**config.mk**
```make
export PLATFORM = sky130hd
export DESIGN_NAME = lift_unsquash
export DESIGN_NICKNAME = d
export VERILOG_FILES = /design/src/rtl/lift_pkg.sv /design/src/rtl/lift_inv_core.sv /design/src/rtl/lift_unsquash.sv
export SDC_FILE = /design/constraint.sdc
export NUM_CORES = 1
export LEC_CHECK = 0
export ABC_AREA = 1
export CORE_MARGIN = 3
export CORE_UTILIZATION = 57
export CTS_BUF_LIST = sky130_fd_sc_hd__clkbuf_2
export DETAILED_ROUTE_END_ITERATION = 8
export DONT_BUFFER_PORTS = 1
export PLACE_DENSITY = 0.72
export SLEW_MARGIN = 0
export SYNTH_ARGS = -nofsm -noshare
export SYNTH_HDL_FRONTEND = slang
export SYNTH_SLANG_ARGS = --single-unit
export TNS_END_PERCENT = 1
```
**constraint.sdc**
```tcl
create_clock -name clk -period 4.25 [get_ports clk]
set_input_delay 0.6375 -clock clk [delete_from_list [all_inputs] [get_ports clk]]
set_output_delay 0.6375 -clock clk [all_outputs]
set_load 0.1 [all_outputs]
```
**src/rtl/lift_pkg.sv**
```systemverilog
// Shared definitions for the integer lifting pair: widths, shift amounts,
// serializer states and scalar reference functions for both directions.
package lift_pkg;

    localparam int unsigned LIFT_DW = 8;
    localparam int unsigned H_SHIFT = 1;
    localparam int unsigned L_SHIFT = 2;

    typedef enum logic [1:0] {
        StEmpty,
        StEven,
        StOdd
    } ser_state_e;

    function automatic logic [LIFT_DW-1:0] lift_fwd_h(input logic [LIFT_DW-1:0] e,
                                                      input logic [LIFT_DW-1:0] o);
        return o - (e >> H_SHIFT);
    endfunction

    function automatic logic [LIFT_DW-1:0] lift_fwd_l(input logic [LIFT_DW-1:0] e,
                                                      input logic [LIFT_DW-1:0] h);
        return e + (h >> L_SHIFT);
    endfunction

    function automatic logic [LIFT_DW-1:0] lift_inv_e(input logic [LIFT_DW-1:0] l,
                                                      input logic [LIFT_DW-1:0] h);
        return l - (h >> L_SHIFT);
    endfunction

    function automatic logic [LIFT_DW-1:0] lift_inv_o(input logic [LIFT_DW-1:0] h,
                                                      input logic [LIFT_DW-1:0] e);
        return h + (e >> H_SHIFT);
    endfunction

endpackage

```
**src/rtl/lift_inv_core.sv**
```systemverilog
// Two-stage inverse lifting datapath: stage A recovers the even sample,
// stage B recovers the odd sample and holds the pair for the serializer.
module lift_inv_core
    import lift_pkg::*;
#(
    parameter int unsigned DW = LIFT_DW
) (
    input  logic          clk,
    input  logic          rst_n,
    input  logic          i_in_valid,
    output logic          o_in_ready,
    input  logic [DW-1:0] i_in_l,
    input  logic [DW-1:0] i_in_h,
    input  logic          i_b_free,
    input  logic          i_b_drain,
    input  logic          i_last_next,
    output logic          o_b_load,
    output logic          o_b_valid,
    output logic [DW-1:0] o_b_e,
    output logic [DW-1:0] o_b_o,
    output logic          o_b_last
);

    logic          r_rdy_en;
    logic          r_a_v;
    logic [DW-1:0] r_a_e;
    logic [DW-1:0] r_a_h;
    logic          r_b_v;
    logic [DW-1:0] r_b_e;
    logic [DW-1:0] r_b_o;
    logic          r_b_last;
    logic          w_adv;
    logic          w_accept;

    // B is only free in EMPTY once the previous pair has fully left it.
    assign w_adv      = r_a_v & ((i_b_free & ~r_b_v) | i_b_drain);
    assign o_in_ready = r_rdy_en & (~r_a_v | w_adv);
    assign w_accept   = i_in_valid & o_in_ready;

    always_ff @(posedge clk or negedge rst_n) begin
        if (!rst_n) begin
            r_rdy_en <= 1'b0;
            r_a_v    <= 1'b0;
            r_a_e    <= '0;
            r_a_h    <= '0;
        end else begin
            r_rdy_en <= 1'b1;
            if (w_accept) begin
                r_a_v <= 1'b1;
                r_a_e <= i_in_l - (i_in_h >> L_SHIFT);
                r_a_h <= i_in_h;
            end else if (w_adv) begin
                r_a_v <= 1'b0;
            end
        end
    end

    always_ff @(posedge clk or negedge rst_n) begin
        if (!rst_n) begin
            r_b_v    <= 1'b0;
            r_b_e    <= '0;
            r_b_o    <= '0;
            r_b_last <= 1'b0;
        end else if (w_adv) begin
            r_b_v    <= 1'b1;
            r_b_e    <= r_a_e;
            r_b_o    <= r_a_h + (r_a_e >> H_SHIFT);
            r_b_last <= i_last_next;
        end else if (i_b_drain) begin
            r_b_v <= 1'b0;
        end
    end

    assign o_b_load  = w_adv;
    assign o_b_valid = r_b_v;
    assign o_b_e     = r_b_e;
    assign o_b_o     = r_b_o;
    assign o_b_last  = r_b_last;

endmodule

```
**src/rtl/lift_unsquash.sv**
```systemverilog
// Inverse lifting stage: (L,H) pairs in, even then odd pixel out.
// Define LIFT_UNSQUASH_FRAME_CNT_EN to add the o_frame_cnt completed-frame counter.
module lift_unsquash
    import lift_pkg::*;
#(
    parameter int unsigned DW              = LIFT_DW,
    parameter int unsigned PAIRS_PER_FRAME = 32,
    parameter int unsigned CNT_W           = 6
) (
    input  logic          clk,
    input  logic          rst_n,
    input  logic          i_in_valid,
    output logic          o_in_ready,
    input  logic [DW-1:0] i_in_l,
    input  logic [DW-1:0] i_in_h,
    output logic          o_out_valid,
    input  logic          i_out_ready,
    output logic [DW-1:0] o_out_data,
    output logic          o_out_last
`ifdef LIFT_UNSQUASH_FRAME_CNT_EN
    ,
    output logic [15:0]   o_frame_cnt
`endif
);

    ser_state_e       r_state;
    ser_state_e       w_state_nxt;
    logic [CNT_W-1:0] r_pair_cnt;
    logic             w_out_hs;
    logic             w_b_free;
    logic             w_b_drain;
    logic             w_last_next;
    logic             w_b_load;
    logic             w_b_valid;
    logic [DW-1:0]    w_b_e;
    logic [DW-1:0]    w_b_o;
    logic             w_b_last;

    assign o_out_valid = (r_state != StEmpty);
    assign w_out_hs    = o_out_valid & i_out_ready;
    assign w_b_free    = (r_state == StEmpty);
    assign w_b_drain   = (r_state == StOdd) & w_out_hs;
    assign w_last_next = (r_pair_cnt == CNT_W'(PAIRS_PER_FRAME - 1));

    lift_inv_core #(
        .DW (DW)
    ) u_core (
        .clk         (clk),
        .rst_n       (rst_n),
        .i_in_valid  (i_in_valid),
        .o_in_ready  (o_in_ready),
        .i_in_l      (i_in_l),
        .i_in_h      (i_in_h),
        .i_b_free    (w_b_free),
        .i_b_drain   (w_b_drain),
        .i_last_next (w_last_next),
        .o_b_load    (w_b_load),
        .o_b_valid   (w_b_valid),
        .o_b_e       (w_b_e),
        .o_b_o       (w_b_o),
        .o_b_last    (w_b_last)
    );

    always_ff @(posedge clk or negedge rst_n) begin
        if (!rst_n) begin
            r_state <= StEmpty;
        end else begin
            r_state <= w_state_nxt;
        end
    end

    always_comb begin
        w_state_nxt = r_state;
        o_out_data  = '0;
        o_out_last  = 1'b0;
        unique case (r_state)
            StEmpty: begin
                if (w_b_valid) w_state_nxt = StEven;
            end
            StEven: begin
                o_out_data = w_b_e;
                if (w_out_hs) w_state_nxt = StOdd;
            end
            StOdd: begin
                o_out_data = w_b_o;
                o_out_last = w_b_last;
                // Back-to-back pairs: reload B and go straight to the next even pixel.
                if (w_out_hs) w_state_nxt = w_b_load ? StEven : StEmpty;
            end
            default: w_state_nxt = StEmpty;
        endcase
    end

    always_ff @(posedge clk or negedge rst_n) begin
        if (!rst_n) begin
            r_pair_cnt <= '0;
        end else if (w_b_load) begin
            r_pair_cnt <= w_last_next ? '0 : r_pair_cnt + 1'b1;
        end
    end

`ifdef LIFT_UNSQUASH_FRAME_CNT_EN
    logic [15:0] r_frame_cnt;

    always_ff @(posedge clk or negedge rst_n) begin
        if (!rst_n) begin
            r_frame_cnt <= '0;
        end else if (w_out_hs && o_out_last) begin
            r_frame_cnt <= r_frame_cnt + 16'd1;
        end
    end

    assign o_frame_cnt = r_frame_cnt;
`endif

endmodule

```
==> impl_metrics.py <==
metrics = {
    "critical_path": {
        "rrSetupSlack_ns": 1.73,
        "worst-r2r-cell-count": 10,
        "cp.required_ns": 3.61,
        "rr_startpoint": "r_state[0]",
        "startpoint_type": "register",
        "arrival_ns": 2.46,
        "crit_type": "reg -> out",
        "crit_path_end_kind": "primary output",
        "critPathMaxFanout": 12,
        "r2r_end": "u_core.r_a_e[4]",
        "crit_path_start": "r_state[0]",
    },
    "finish": {
        "fin_cells": 393,
        "nets": 383,
        "drive_gt1_share_pct": 10.5,
        "fin_util_pct": 66.0,
        "n_antenna_cell": 0,
        "synthToLayoutAreaGrowth_pct": 6.39,
    },
    "die": {
        "die_area_um2": 5420,
        "ios": 31,
        "start_util_pct": 62.0,
        "dieWidth_um": 73.6,
        "core_area_um2": 4200,
        "die_y_um": 73.6,
        "rows": 23,
    },
    "yosys": {
        "syn_avg_cell_area_um2": 7.78,
        "ys.flop_type": "dfrtp_1",
        "synth.area.top_cells": "dfrtp_1, nand2_1, ha_1, inv_1, nand3_1",
        "async_flop_share_pct": 100,
        "yosysTopAreaCell": "dfrtp_1",
        "ys_warn_count": 0,
        "netlist_instances": 335,
        "synth_nets": 376,
        "yosys.cell_types.count": 27,
        "synth_sequential_area_ratio_pct": 42.3,
        "syn-cell-area_um2": 2600,
        "yosysTopAreaCellShare_pct": 42.3,
        "synth_edf_count": 0,
        "ys_seq_elements": 44,
    },
    "placed_design": {
        "hpwl_mm": 3.70,
        "port_buffers": 0,
        "dpl.cell_count": 383,
        "gp_congestion": 0.873,
    },
    "sta": {
        "period_share_pct": 72.8,
        "rsz0062_at_grt": "no",
        "finalHoldViolCount": 0,
        "tightestPinTransition_ns": 1.18,
        "slew_viol_final": 0,
        "fin_setup_tns_ns": 0,
        "min_period_ns": 3.10,
        "skew_ns": 0.0125,
        "finalSetupViolations": 0,
        "max_freq_ghz": 0.323,
        "max-slew-margin-rel_pct": 21.2,
    },
    "route": {
        "drtPass1Iterations": 4,
        "via_count": 2023,
        "viasPerCell": 5.15,
        "ant_nets": 0,
        "drc": 0,
        "wirelength_mm": 4.88,
        "first_iter_violations": 119,
        "wire_per_inst_um": 12.4,
    },
    "cts": {
        "clk_latency_ns": 0.40,
        "root_buffer": "clkbuf_2",
        "cts.sinks": 44,
        "cts_tree": "done",
        "cts_setup_buffers": 0,
        "cts_max_level": 2,
        "cts.path.max_buffers": 2,
        "clk_pin_slew_ns": 0.21,
        "cts_buffers": 5,
    },
    "job": {
        "cap_viol_max_count": 0,
    },
    "worst_hold_path": {
        "hp-class": "in -> reg",
        "hold_path_end": "u_core.r_a_h[2]",
        "min_from": "i_in_h[2]",
        "holdPathStages": 2,
    },
    "grt": {
        "grt_pass1_vias": 2001,
        "grt_pass1_wl_mm": 8.71,
        "antenna_found_initial": 0,
        "grt_max_degree": 45,
        "gr-total-overflow": 0,
        "grt_usage_pct": 21.1,
    },
    "power": {
        "p_leak_nw": 1.51,
        "ir_drop_v": 0.000368,
        "power_density_nw_per_um2": 742,
    },
    "status": {
        "status": "complete, no violations",
    },
}
final cells by class:
type                       count  area [µm²]
fill                         376        1430
multi-input combinational    241        1300
sequential                    44        1100
inverter                      41         154
timing repair buffer           9        90.1
tap                           50        62.6
clock inverter                 2        35.0
clock buffer                   6        30.0
through the flow:
stage               power [mW]  setup WS [ns]  area (µm²)  hold slack (ns)
finish                    2.06           1.15        2770            0.323
global route              2.25          0.999        2770            0.264
CTS                       2.08           1.11        2760           0.0103
detailed placement        1.83           1.61        2670            0.343
global placement          1.80           1.69        2670            0.343
floorplan                 1.63           1.09        2610            0.342
power by group:
part / internal [mW] / switching [mW] / total, mW
Clock: 0.101 / 0.131 / 0.232
Sequential: 0.598 / 0.128 / 0.725
Combinational: 0.333 / 0.766 / 1.10
critical path, cell delays in order (launching register included):
cell and delay [ns]:
dfrtp_1 0.47, inv_1 0.12, ha_1 0.43, nand2_1 0.13, a21oi_2 0.90
layer usage:
| metal | track usage, % | vias up | part of all wire (%) |
|---|---|---|---|
| met5 | 0 | - | 0 |
| met4 | 8.25 | 0 | 0.84 |
| met3 | 4.92 | 4 | 3.4 |
| met2 | 34.3 | 37 | 49 |
| met1 | 27.1 | 921 | 47 |
| li1 | - | 1061 | - |
synth_stat cells, drive strengths merged (2+ instances only):
master and count:
nand2 139, dfrtp 44, inv 41, nand3 22, o21ai 20, ha 19
a21oi 17, buf 8, nor2 8, xor2 5, xnor2 4, fa 2
cell families after synthesis:
| kind of cell | after synthesis | share of synthesized area, % |
|---|---|---|
| AOI/OAI and AO/OA | 38 | 7.54 |
| and+or+nand+nor | 172 | 27.3 |
| DFF | 44 | 42.3 |
| buffers and inverters | 50 | 9.03 |
| other | 1 | 0.144 |
| adders and majority gates | 21 | 10.7 |
| xor gates and xnor gates | 9 | 3.03 |
layout by cell type, fill, tap and decap left out, drive strengths merged, types with 2 or more instances in the layout:
master	Yosys	routed
nand3	22	22
a21oi	17	17
fa	2	2
ha	19	19
xor2	5	5
xnor2	4	4
o21ai	20	20
nor2	8	8
clkbuf	1	6
buf	8	8
dfrtp	44	44
nand2	139	139
inv	41	41
registers in the layout, indices dropped and copies added (netlist names):
register,count
r_state,2
u_core.o_b_last,1
r_pair_cnt,6
u_core.o_b_o,8
u_core.r_a_e,8
u_core.r_a_h,8
u_core.o_b_valid,1
u_core.r_a_v,1
u_core.o_b_e,8
u_core.r_rdy_en,1
timing repair:
action,CTS,global route
gates resized for setup,0,0
endpoints found under the hold margin,44,34
hold buffers,1,1
how the worst max path moves through the flow:
stage	end	slack, ns	cells past startpoint
after global placement	o_out_data[3]	1.69	4
after global routing	o_out_data[3]	1.0	4
final	o_out_data[3]	1.15	4
after floorplan	o_out_data[3]	1.09	5
after CTS	o_out_data[3]	1.11	4
after detailed placement	o_out_data[3]	1.61	4
No activity file was read; power rests on OpenSTA's default activity.
